--- config.mk ---
export PLATFORM = sky130hd
export DESIGN_NAME = draw_rect_char
export DESIGN_NICKNAME = d
export VERILOG_FILES = /design/src/rtl/draw_rect_char_pkg.sv /design/src/rtl/draw_rect_char_signal_delay.sv /design/src/rtl/draw_rect_char.sv
export SDC_FILE = /design/constraint.sdc
export NUM_CORES = 1
export LEC_CHECK = 0
export CAP_MARGIN = 20
export CORE_ASPECT_RATIO = 1.4
export CORE_MARGIN = 3
export CORE_UTILIZATION = 48
export DETAILED_ROUTE_END_ITERATION = 16
export HOLD_SLACK_MARGIN = 0.1
export PLACE_DENSITY = 0.78
export REMOVE_ABC_BUFFERS = 1
export SYNTH_ARGS = -nofsm -noshare
export SYNTH_HDL_FRONTEND = slang
export SYNTH_SLANG_ARGS = --single-unit
export TNS_END_PERCENT = 10
--- constraint.sdc ---
create_clock -name pclk -period 1.97 [get_ports pclk]
set_input_delay 0.197 -clock pclk [delete_from_list [all_inputs] [get_ports pclk]]
set_output_delay 0.197 -clock pclk [all_outputs]
set_load 0.01 [all_outputs]
--- src/rtl/draw_rect_char_pkg.sv ---
// ============================================================================
// Module      : draw_rect_char_pkg
// Description : Shared text-grid geometry, pipeline latency and VGA bus type.
// Revision    : 1.0 - initial release
// ============================================================================
`default_nettype none

package draw_rect_char_pkg;

    localparam int CHAR_W   = 8;
    localparam int CHAR_H   = 16;
    localparam int TXT_COLS = 16;
    localparam int TXT_ROWS = 16;
    localparam int PIPE_LAT = 3;

    typedef struct packed {
        logic [10:0] hcount;
        logic [10:0] vcount;
        logic        hsync;
        logic        vsync;
        logic        hblnk;
        logic        vblnk;
        logic [11:0] rgb;
    } vga_bus_t;

endpackage

`default_nettype wire

--- src/rtl/draw_rect_char_signal_delay.sv ---
// ============================================================================
// Module      : signal_delay
// Description : Fixed-length register chain delaying a bus by CLK_DEL cycles.
// Revision    : 1.0 - initial release
// ============================================================================
`default_nettype none

module signal_delay #(
    parameter int WIDTH   = 1,
    parameter int CLK_DEL = 1
) (
    input  logic             clk,
    input  logic             rst_n,
    input  logic [WIDTH-1:0] din_i,
    output logic [WIDTH-1:0] dout_o
);

    logic [WIDTH-1:0] stage_q [CLK_DEL];

    always_ff @(posedge clk or negedge rst_n) begin
        if (!rst_n) begin
            for (int i = 0; i < CLK_DEL; i++) begin
                stage_q[i] <= '0;
            end
        end else begin
            stage_q[0] <= din_i;
            for (int i = 1; i < CLK_DEL; i++) begin
                stage_q[i] <= stage_q[i-1];
            end
        end
    end

    assign dout_o = stage_q[CLK_DEL-1];

endmodule

`default_nettype wire

--- src/rtl/draw_rect_char.sv ---
// ============================================================================
// Module      : draw_rect_char
// Description : Overlays a 16x16 character text area on a VGA pixel stream.
// Revision    : 1.0 - initial release
// ============================================================================
`default_nettype none

module draw_rect_char
    import draw_rect_char_pkg::*;
#(
    parameter logic [10:0] XPOS  = 11'd100,
    parameter logic [10:0] YPOS  = 11'd50,
    parameter logic [11:0] COLOR = 12'hFFF
) (
    input  logic        pclk,
    input  logic        rst_n,
    input  logic [10:0] hcount_in,
    input  logic [10:0] vcount_in,
    input  logic        hsync_in,
    input  logic        vsync_in,
    input  logic        hblnk_in,
    input  logic        vblnk_in,
    input  logic [11:0] rgb_in,
    input  logic [7:0]  char_pixels,
    output logic [7:0]  char_xy,
    output logic [3:0]  char_line,
    output logic [10:0] hcount_out,
    output logic [10:0] vcount_out,
    output logic        hsync_out,
    output logic        vsync_out,
    output logic        hblnk_out,
    output logic        vblnk_out,
    output logic [11:0] rgb_out
);

    logic [10:0] dx;
    logic [10:0] dy;
    logic        in_area_d;
    logic [7:0]  char_xy_d;
    logic [3:0]  char_line_d;

    logic [2:0]  px_col_s1_q;
    logic        in_area_s1_q;
    logic [2:0]  px_col_s2_q;
    logic        in_area_s2_q;

    vga_bus_t    bus_in;
    vga_bus_t    bus_dly;
    logic [$bits(vga_bus_t)-1:0] bus_dly_raw;

    assign dx = hcount_in - XPOS;
    assign dy = vcount_in - YPOS;

    // High offset bits must be zero and the raw count must not sit below the
    // origin, so that wrapped (underflowed) offsets never register a hit.
    assign in_area_d = (dx[10:7] == '0) && (dy[10:8] == '0) &&
                       (hcount_in >= XPOS) && (vcount_in >= YPOS);

    always_comb begin
        char_xy_d   = '0;
        char_line_d = '0;
        if (in_area_d) begin
            char_xy_d   = {dy[7:4], dx[6:3]};
            char_line_d = dy[3:0];
        end
    end

    assign bus_in = '{hcount: hcount_in, vcount: vcount_in,
                      hsync: hsync_in, vsync: vsync_in,
                      hblnk: hblnk_in, vblnk: vblnk_in, rgb: rgb_in};

    // The last of the PIPE_LAT stages is the output register below.
    signal_delay #(
        .WIDTH   ($bits(vga_bus_t)),
        .CLK_DEL (PIPE_LAT - 1)
    ) u_timing_delay (
        .clk    (pclk),
        .rst_n  (rst_n),
        .din_i  (bus_in),
        .dout_o (bus_dly_raw)
    );

    assign bus_dly = vga_bus_t'(bus_dly_raw);

    always_ff @(posedge pclk or negedge rst_n) begin
        if (!rst_n) begin
            char_xy      <= '0;
            char_line    <= '0;
            px_col_s1_q  <= '0;
            in_area_s1_q <= 1'b0;
            px_col_s2_q  <= '0;
            in_area_s2_q <= 1'b0;
            hcount_out   <= '0;
            vcount_out   <= '0;
            hsync_out    <= 1'b0;
            vsync_out    <= 1'b0;
            hblnk_out    <= 1'b0;
            vblnk_out    <= 1'b0;
            rgb_out      <= '0;
        end else begin
            char_xy      <= char_xy_d;
            char_line    <= char_line_d;
            px_col_s1_q  <= dx[2:0];
            in_area_s1_q <= in_area_d;
            px_col_s2_q  <= px_col_s1_q;
            in_area_s2_q <= in_area_s1_q;
            hcount_out   <= bus_dly.hcount;
            vcount_out   <= bus_dly.vcount;
            hsync_out    <= bus_dly.hsync;
            vsync_out    <= bus_dly.vsync;
            hblnk_out    <= bus_dly.hblnk;
            vblnk_out    <= bus_dly.vblnk;
            if (bus_dly.hblnk || bus_dly.vblnk) begin
                rgb_out <= '0;
            end else if (in_area_s2_q && char_pixels[3'd7 - px_col_s2_q]) begin
                rgb_out <= COLOR;
            end else begin
                rgb_out <= bus_dly.rgb;
            end
        end
    end

endmodule

`default_nettype wire

==> flow_metrics.py, run 1 <==
metrics = {
    "status": {
        "outcome": "finished clean",
    },
    "synth": {
        "ys_seq_area_share_pct": 83.7,
        "synth_top_area_share_pct": 83.7,
        "synth_cells": 213,
        "yosys.area.top_type": "dfrtp_1",
        "ys_seq_elements": 130,
        "avgSynthCellArea_um2": 18.3,
        "synth_area_leaders": "dfrtp_1 (84%), nor4_2 (2.9%), a21o_1 (2.3%), xor2_1 (1.4%), mux4_2 (1.2%)",
        "netlist_area_um2": 3890,
        "yosysWarningCount": 0,
        "synth_cell_types": 26,
    },
    "pwr": {
        "p_int_uw": 5230,
        "p_seq_share_pct": 43.1,
        "switching_share_pct": 20.4,
        "p_switching_uw": 1340,
        "p_per_area_nw_per_um2": 1130,
        "p_leak_uw": 0.00264,
        "combPwrFrac_pct": 6.4,
        "power_frac_clock_pct": 50.6,
        "ir_worst_vdd_v": 0.000803,
    },
    "drt": {
        "ant_nets": 0,
        "via_per_inst": 4.81,
        "wire_per_inst_um": 17.4,
        "finalWirelength_um": 7970,
        "vias": 2205,
        "drc": 0,
        "drt_iter0_markers": 115,
        "drtPass1Iterations": 4,
    },
    "run": {
        "maxCapViolations": 0,
    },
    "clocking": {
        "cts_sinks": 130,
        "htree_levels": 4,
        "cts-root-buf": "clkbuf_8",
        "insertion_delay_ns": 0.51,
        "clockBufferDepth": 2,
        "postCtsResizedCells": 0,
        "cts_tree": "built",
        "cts.reportedPaths.clkPinSlew_ns": 0.06,
        "cts_inserted_buffers": 17,
    },
    "layout": {
        "areaGrowthSynthToFinish_pct": 49.1,
        "postLayoutCoreUtil_pct": 74.3,
        "instances_no_fill": 458,
        "final.fill_count": 474,
        "diodes": 0,
        "final_common_cell": "dfrtp_1",
        "drive_above_1_share_pct": 18.4,
        "nNetsFinal": 396,
        "mostFrequentLayoutCells": "dfrtp_1 (130), clkdlybuf4s50_1 (96), buf_4 (17)",
    },
    "setup_path": {
        "critPathMaxFanout": 13,
        "crit_path_start_kind": "input port",
        "arrival_ns": 2.21,
        "r2r_slack_ns": 0.23,
        "r2r-end": "rgb_out[11]$_DFF_PN0_",
        "r2r_cells": 4,
        "path_class": "input port to flip-flop",
        "cp.required_ns": 2.37,
        "r2r-start": "u_timing_delay.dout_o[27]$_DFF_PN0_",
        "worstSetupEndpointType": "flip-flop",
    },
    "floorplanning": {
        "initial_core_util_pct": 49.9,
        "core_area_um2": 7800,
        "io_pins": 98,
        "dieArea_um2": 9230,
        "die_h_um": 112,
        "rows": 38,
        "die_w_um": 82.1,
    },
    "sta": {
        "rsz0062_at_grt": "no",
        "slew_violations": 0,
        "finClkSkew_ns": 0.0101,
        "period_share_pct": 91.8,
        "fmax_mhz": 553,
        "tightest_slew_ns": 0.748,
        "fin_crit_ns": 1.81,
        "setup_viol": 0,
        "hold_viol": 0,
        "slew_headroom_pct": 50.0,
    },
    "hold_path": {
        "min_to": "u_timing_delay.stage_q[38]$_DFF_PN0_",
        "min_from": "rgb_in[0]",
        "whs_path_depth": 1,
        "hp-class": "input port to flip-flop",
    },
    "place": {
        "io_buffers": 97,
        "finalWeightedCongestion": 0.764,
        "dp.cells": 425,
        "place_hpwl_um": 5170,
    },
    "global_route": {
        "grt_pass1_wl_um": 13100,
        "grt_usage_pct": 19.9,
        "grt-ovfl-total": 0,
        "antenna_found_initial": 0,
        "first_global_vias": 2536,
        "grt_max_degree": 61,
    },
}
-- synthesized netlist by cell type --
cell and count:
ha_1 3, xnor2_1 4, nand2_1 6, buf_6 1, dfrtp_1 130, nor4b_1 1, mux4_2 2, xor2_1 6
nor2_1 7, a32oi_1 1, a21oi_1 1, nor4_1 4, buf_2 1, nor4_2 9, a31o_2 1, a21o_1 12
clkbuf_1 3, or3_1 1, o31ai_1 2, mux2i_1 1, nor3_1 2, a31oi_1 3, nand2b_1 2, o21ai_0 3
or3_4 2, inv_1 5
-- routing by layer --
| metal | wire length (um) | track usage [%] | up-vias | part of all wire, % |
|---|---|---|---|---|
| met4 | 162 | 8.54 | 0 | 2.0 |
| met1 | 2920 | 22.0 | 1128 | 37 |
| met5 | 0 | 0 | - | 0 |
| li1 | - | - | 988 | - |
| met3 | 337 | 6.50 | 14 | 4.2 |
| met2 | 4550 | 34.2 | 75 | 57 |
-- sequential cells by signal, indices dropped and copies added (netlist names) --
name                    count
char_line                   4
vsync_out                   1
u_timing_delay.dout_o      38
in_area_s1_q                1
in_area_s2_q                1
hsync_out                   1
hblnk_out                   1
px_col_s2_q                 1
char_xy                     8
vcount_out                 11
hcount_out                 11
vblnk_out                   1
px_col_s1_q                 1
rgb_out                    12
u_timing_delay.stage_q     38
-- cells by family (layout without fill, tap and decap cells) --
logic type / count (synthesis) / in the layout / share of synthesized area, %
fa+ha+maj: 3 / 3 / 0.966
compound gates: 23 / 23 / 4.15
flops: 130 / 130 / 83.7
simple gates: 34 / 34 / 6.34
mux: 3 / 3 / 1.42
xor+xnor: 10 / 10 / 2.25
buf+inv: 10 / 155 / 1.19
-- layout make-up --
type	count	area, um2	share of cell area, %
inverter	5	18.8	0.324
clock buffer	19	432	7.45
multi-input combinational	73	588	10.1
timing repair buffer	118	1170	20.2
sequential	130	3250	56.1
tap	100	125	2.16
clock inverter	13	209	3.61
-- worst max path at each step --
stage	from	end	slack, ns	depth (start not counted)
floorplan	vcount_in[6]	char_line[3]$_DFF_PN0_	-0.03	3
global placement	hcount_in[2]	char_xy[7]$_DFF_PN0_	-0.24	8
detailed placement	hcount_in[2]	char_xy[7]$_DFF_PN0_	-0.34	8
CTS	u_timing_delay.dout_o[27]$_DFF_PN0_	rgb_out[2]$_DFF_PN0_	0.16	4
global route	hcount_in[2]	char_xy[6]$_DFF_PN0_	0.07	8
finish	hcount_in[2]	char_xy[7]$_DFF_PN0_	0.16	8
-- power by group through the flow --
stage          Combinational (uW)  Clock (uW)  Sequential [uW]
2_1_floorplan                83.7           0             2880
3_3_place_gp                  406           0             2870
3_5_place_dp                  417           0             2880
4_1_cts                       426        3380             2830
5_1_grt                       454        3520             2840
6_report                      418        3330             2830
-- critical path: stages --
cell             delay [ns]
clkdlybuf4s50_1        0.48
inv_1                  0.11
ha_1                   0.19
nand2b_1               0.09
o21ai_0                0.19
a32oi_1                0.12
or3_4                  0.51
nor4_1                 0.32
-- metrics by stage --
step | hold slack [ns] | cell area (um2) | setup slack, ns | total power (uW) | setup TNS [ns]
floorplan | -0.0986 | 3860 | -0.0288 | 2970 | -0.153
global placement | 0.143 | 5140 | -0.241 | 3270 | -2.83
detailed placement | 0.143 | 5140 | -0.339 | 3290 | -3.71
CTS | 0.109 | 5800 | 0.161 | 6640 | 0
global route | 0.104 | 5800 | 0.0681 | 6820 | 0
finish | 0.129 | 5800 | 0.162 | 6570 | 0
-- repair_timing --
item | in CTS | in global routing
hold endpoints to repair | 130 | 0
hold buffers | 1 | 0
buffers inserted | 0 | 0
(Power assumes the default switching activity.)
==> inputs of run 2 (changes only) <==
- ABC_AREA: unset -> 1
- CAP_MARGIN: 20 -> unset
==> flow_metrics.py, run 2 <==
metrics = {
    "clocking": {
        "cts_sinks": 130,
        "insertion_delay_ns": 0.51,
        "cts_tree": "built",
        "cts_inserted_buffers": 17,
        "postCtsResizedCells": 0,
        "clockBufferDepth": 2,
        "cts.reportedPaths.clkPinSlew_ns": 0.05,
        "htree_levels": 4,
        "cts-root-buf": "clkbuf_8",
    },
    "floorplanning": {
        "dieArea_um2": 9500,
        "die_w_um": 83.2,
        "die_h_um": 114,
        "io_pins": 98,
        "initial_core_util_pct": 50.5,
        "rows": 38,
        "core_area_um2": 7940,
    },
    "setup_path": {
        "worst-path-buf-inv": 0,
        "path_class": "flip-flop to flip-flop",
        "cp_cell_sequence": "nor2_1 > nor2_1 > o21ai_0 > nand3_1 > nand3_1 > a21oi_1",
        "cp.required_ns": 2.38,
        "critPathMaxFanout": 12,
        "cpPeakStageDelay_ns": 0.44,
        "slowest_stage": "dfrtp_1",
        "worstSetupEndpointType": "flip-flop",
        "crit_family": "simple AND/OR/NAND/NOR gates",
        "crit_path_start_kind": "flip-flop",
        "arrival_ns": 2.01,
    },
    "sta": {
        "period_share_pct": 81.3,
        "hold_viol": 0,
        "setup_viol": 0,
        "fmax_mhz": 624,
        "slew_headroom_pct": 62.8,
        "tightest_slew_ns": 0.558,
        "slew_violations": 0,
        "rsz0062_at_grt": "no",
        "fin_crit_ns": 1.60,
        "finClkSkew_ns": 0.00522,
    },
    "global_route": {
        "grt_usage_pct": 18.1,
        "first_global_vias": 2573,
        "grtUsageMet1_pct": 20.5,
        "grt_pass1_wl_um": 12700,
        "grt_use_met2_pct": 31.1,
        "grt.met3_usage_pct": 5.90,
        "grt_max_degree": 64,
        "antenna_found_initial": 0,
        "grt-ovfl-total": 0,
        "busiest_layer": "met2",
    },
    "drt": {
        "vias": 2300,
        "finalWirelength_um": 7780,
        "wire_per_inst_um": 15.4,
        "drt_iter0_markers": 131,
        "ant_nets": 0,
        "drtPass1Iterations": 4,
        "drc": 0,
        "via_per_inst": 4.55,
    },
    "layout": {
        "drive_above_1_share_pct": 14.0,
        "design_area_um2": 5690,
        "instances_no_fill": 506,
        "diodes": 0,
        "mostFrequentLayoutCells": "dfrtp_1 (130), clkdlybuf4s50_1 (96), nand2_1 (33)",
        "areaGrowthSynthToFinish_pct": 41.9,
        "nNetsFinal": 445,
        "final_common_cell": "dfrtp_1",
    },
    "synth": {
        "yosysWarningCount": 0,
        "synth_area_leaders": "dfrtp_1 (81%), nand2_1 (3.1%), inv_1 (2.8%), a21oi_1 (1.6%), nor2_1 (1.6%)",
        "async_flop_share_pct": 100,
        "avgSynthCellArea_um2": 14.6,
        "synthFlopType": "dfrtp_1",
        "yosys.area.top_type": "dfrtp_1",
        "netlist_area_um2": 4010,
        "synth_cell_types": 24,
        "synth_common_cells": "dfrtp_1 (130), nand2_1 (33), inv_1 (30), nor2_1 (17), a21oi_1 (13)",
        "synth_edf_count": 0,
        "synth_top_area_share_pct": 81.1,
        "ys_seq_area_share_pct": 81.1,
        "synth.most_common_cell": "dfrtp_1",
        "ys_seq_elements": 130,
        "synth_cells": 275,
    },
    "pwr": {
        "p_leak_uw": 0.00268,
        "p_per_area_nw_per_um2": 1060,
        "ir_worst_vdd_v": 0.000646,
    },
    "run": {
        "maxCapViolations": 0,
    },
    "place": {
        "finalWeightedCongestion": 0.864,
        "io_buffers": 97,
        "place_hpwl_um": 5140,
        "dp.cells": 474,
        "dpl_cell_area_um2": 5130,
    },
    "hold_path": {
        "hp-class": "input port to flip-flop",
    },
    "status": {
        "outcome": "finished clean",
    },
}
==> run 2: final timing paths <==
| check | startpoint | to | slack (ns) | depth (start not counted) |
|---|---|---|---|---|
| max in group asynchronous | rst_n | hcount_out[9]$_DFF_PN0_ | 1.11 | 3 |
| min | hsync_in | u_timing_delay.stage_q[53]$_DFF_PN0_ | 0.13 | 1 |
| min reg2reg | u_timing_delay.stage_q[44]$_DFF_PN0_ | u_timing_delay.dout_o[6]$_DFF_PN0_ | 0.34 | 0 |
| max reg2reg | u_timing_delay.dout_o[27]$_DFF_PN0_ | rgb_out[8]$_DFF_PN0_ | 0.37 | 6 |
| max | u_timing_delay.dout_o[27]$_DFF_PN0_ | rgb_out[8]$_DFF_PN0_ | 0.37 | 6 |
| min in group asynchronous | rst_n | hcount_out[3]$_DFF_PN0_ | 0.23 | 2 |
==> run 2: logic make-up after synthesis <==
family	synth area share (%)
adders and majority gates	0.936
buffers and inverters	3.81
DFF	81.1
xor gates and xnor gates	1.75
and+or+nand+nor	10.2
AOI/OAI and AO/OA	2.12
==> run 2: area by class of cell <==
type | count | area (um2)
clock inverters | 5 | 50.0
well taps | 100 | 125
repair buffers | 103 | 1030
inverters | 34 | 129
fillers | 479 | 2250
flip-flops and latches | 130 | 3250
clock buffers | 26 | 498
multi-input cells | 108 | 603
==> run 2: power breakdown <==
group | total [uW] | switching (uW) | internal (uW)
combinational | 387 | 193 | 195
clock | 2820 | 999 | 1820
sequential | 2830 | 36.6 | 2790
total | 6040 | 1230 | 4810
==> run 2: repair_timing <==
item                                   CTS  global route
endpoints found under the hold margin   60             0
hold buffers                             1             0
setup buffers                            0             0
==> run 2: metal layers <==
metal,vias to the layer above,share of wire [%]
met5,-,0
met4,0,2.2
met3,12,5.8
met2,89,54
met1,1123,38
li1,1076,-
==> run 2: metrics by stage <==
step / setup TNS [ns] / total power [uW] / hold slack [ns] / utilization, % / setup slack (ns)
2_1_floorplan: 0 / 2980 / -0.0986 / - / 0.598
3_3_place_gp: -0.221 / 3240 / 0.203 / 64.6 / -0.0339
3_5_place_dp: -0.656 / 3260 / 0.211 / 64.6 / -0.0758
4_1_cts: 0 / 6110 / 0.106 / 71.7 / 0.322
5_1_grt: 0 / 6270 / 0.105 / 71.7 / 0.221
6_report: 0 / 6040 / 0.129 / 71.7 / 0.367
==> inputs of run 3 (changes only) <==
- CORE_UTILIZATION: 48 -> 43
- PLACE_DENSITY: 0.78 -> 0.74
- clock period: 1.97 -> 1.35 ns (I/O delays scaled with it)
==> flow_metrics.py, run 3 (synthesis results as in run 2) <==
metrics = {
    "global_route": {
        "antenna_found_initial": 0,
        "grt-ovfl-total": 0,
        "first_global_vias": 2492,
        "grt_usage_pct": 16.3,
        "grt_pass1_wl_um": 12400,
        "grt_max_degree": 46,
    },
    "setup_path": {
        "r2r-start": "u_timing_delay.dout_o[27]$_DFF_PN0_",
        "worstSetupEndpointType": "flip-flop",
        "setup.worst_path.start": "hcount_in[8]",
        "r2r_slack_ns": 0.09,
        "r2r_cells": 7,
        "r2r-end": "rgb_out[1]$_DFF_PN0_",
        "critPathMaxFanout": 8,
        "cp.required_ns": 1.69,
        "arrival_ns": 1.61,
        "crit_path_start_kind": "input port",
        "path_class": "input port to flip-flop",
    },
    "floorplanning": {
        "core_area_um2": 9030,
        "io_pins": 98,
        "rows": 41,
        "die_h_um": 120,
        "initial_core_util_pct": 44.4,
        "die_w_um": 87.6,
        "dieArea_um2": 10500,
    },
    "sta": {
        "layout_setup_ws_ns": 0.0750,
        "finalHoldWorstSlack_ns": 0.125,
        "hold_viol": 0,
        "period_share_pct": 94.4,
        "fin_tns_setup_ns": 0,
        "slew_headroom_pct": 73.0,
        "fmax_mhz": 784,
        "setup_viol": 0,
        "fin_crit_ns": 1.27,
        "tightest_slew_ns": 0.405,
        "slew_violations": 0,
        "finClkSkew_ns": 0.00596,
    },
    "layout": {
        "drive_above_1_share_pct": 23.5,
        "areaGrowthSynthToFinish_pct": 50.7,
        "diodes": 0,
        "nNetsFinal": 485,
        "design_area_um2": 6040,
        "mostFrequentLayoutCells": "dfrtp_1 (129), dlygate4sd2_1 (53), clkdlybuf4s50_1 (37)",
        "final_common_cell": "dfrtp_1",
    },
    "clocking": {
        "insertion_delay_ns": 0.40,
        "cts_tree": "built",
        "cts_inserted_buffers": 17,
        "clockBufferDepth": 2,
        "htree_levels": 4,
        "cts.reportedPaths.clkPinSlew_ns": 0.05,
        "cts_sinks": 130,
        "cts-root-buf": "clkbuf_16",
    },
    "pwr": {
        "ir_worst_vdd_v": 0.000985,
        "p_per_area_nw_per_um2": 1460,
        "power.total_uw": 8840,
        "p_leak_uw": 0.00307,
    },
    "drt": {
        "wire_per_inst_um": 14.2,
        "drc": 0,
        "finalWirelength_um": 7840,
        "vias": 2432,
        "ant_nets": 0,
        "drt_iter0_markers": 107,
        "drtPass1Iterations": 4,
        "via_per_inst": 4.40,
    },
    "status": {
        "outcome": "finished clean",
    },
    "hold_path": {
        "min_to": "char_xy[1]$_DFF_PN0_",
        "hp-class": "input port to flip-flop",
        "whs_path_depth": 3,
        "min_from": "hcount_in[4]",
    },
    "place": {
        "pre_cts_ws_ns": -0.510,
        "place_hpwl_um": 5270,
        "io_buffers": 97,
        "finalWeightedCongestion": 0.920,
        "dpl_cell_area_um2": 5400,
    },
    "run": {
        "maxCapViolations": 0,
    },
}
## run 3: repair_timing
| action | 4_1_cts | 5_1_grt |
|---|---|---|
| setup endpoints to repair | 63 | 25 |
| setup buffers | 0 | 2 |
| hold buffers | 3 | 6 |
| pin swaps | 6 | 7 |
| hold endpoints to repair | 132 | 6 |
| gates cloned | 0 | 1 |
| gates resized for setup | 58 | 24 |
## run 3: layout make-up
class	instances	area [um2]
Clock buffer	25	485
Clock inverter	6	55.1
Fill cell	657	2990
Inverter	34	129
Multi-Input combinational cell	108	642
Sequential cell	130	3250
Tap cell	107	134
Timing Repair Buffer	143	1340
## run 3: metrics by stage
stage | util, % | std cells
final | 66.9 | 553
after global routing | 66.9 | 553
after CTS | 65.5 | 544
after detailed placement | 59.8 | 510
after global placement | 59.8 | 510
after floorplan | - | 272
## run 3: worst max path at each step
stage	to	slack (ns)	cells after the start
finish	char_xy[7]$_DFF_PN0_	0.08	13
global route	rgb_out[11]$_DFF_PN0_	-0.008	7
CTS	char_line[0]$_DFF_PN0_	0.002	13
detailed placement	char_line[3]$_DFF_PN0_	-0.51	13
global placement	char_xy[7]$_DFF_PN0_	-0.44	14
floorplan	in_area_s1_q$_DFF_PN0_	0.04	12
## run 3: per-layer routing
metal | wire length (um) | track usage, %
met1 | 2900 | 18.1
met5 | 0 | 0
met2 | 4390 | 27.0
met4 | 161 | 7.20
met3 | 391 | 6.82
## run 3: report_power, final
part / total [uW] / leakage [uW] / switching, uW / internal (uW)
logic: 620 / 0.00123 / 303 / 317
clock network: 4090 / 0.000271 / 1450 / 2650
registers: 4120 / 0.00157 / 47.7 / 4080
total: 8840 / 0.00307 / 1800 / 7040
## run 3: critical path: stages
cell,delay (ns)
clkdlybuf4s50_1,0.46
inv_2,0.10
nand2_1,0.07
nor2_1,0.10
nand2_1,0.05
nand2_1,0.06
nand2_1,0.06
inv_1,0.06
nand2_1,0.06
nor2_2,0.11
nand2_2,0.11
buf_12,0.16
nor2_1,0.08
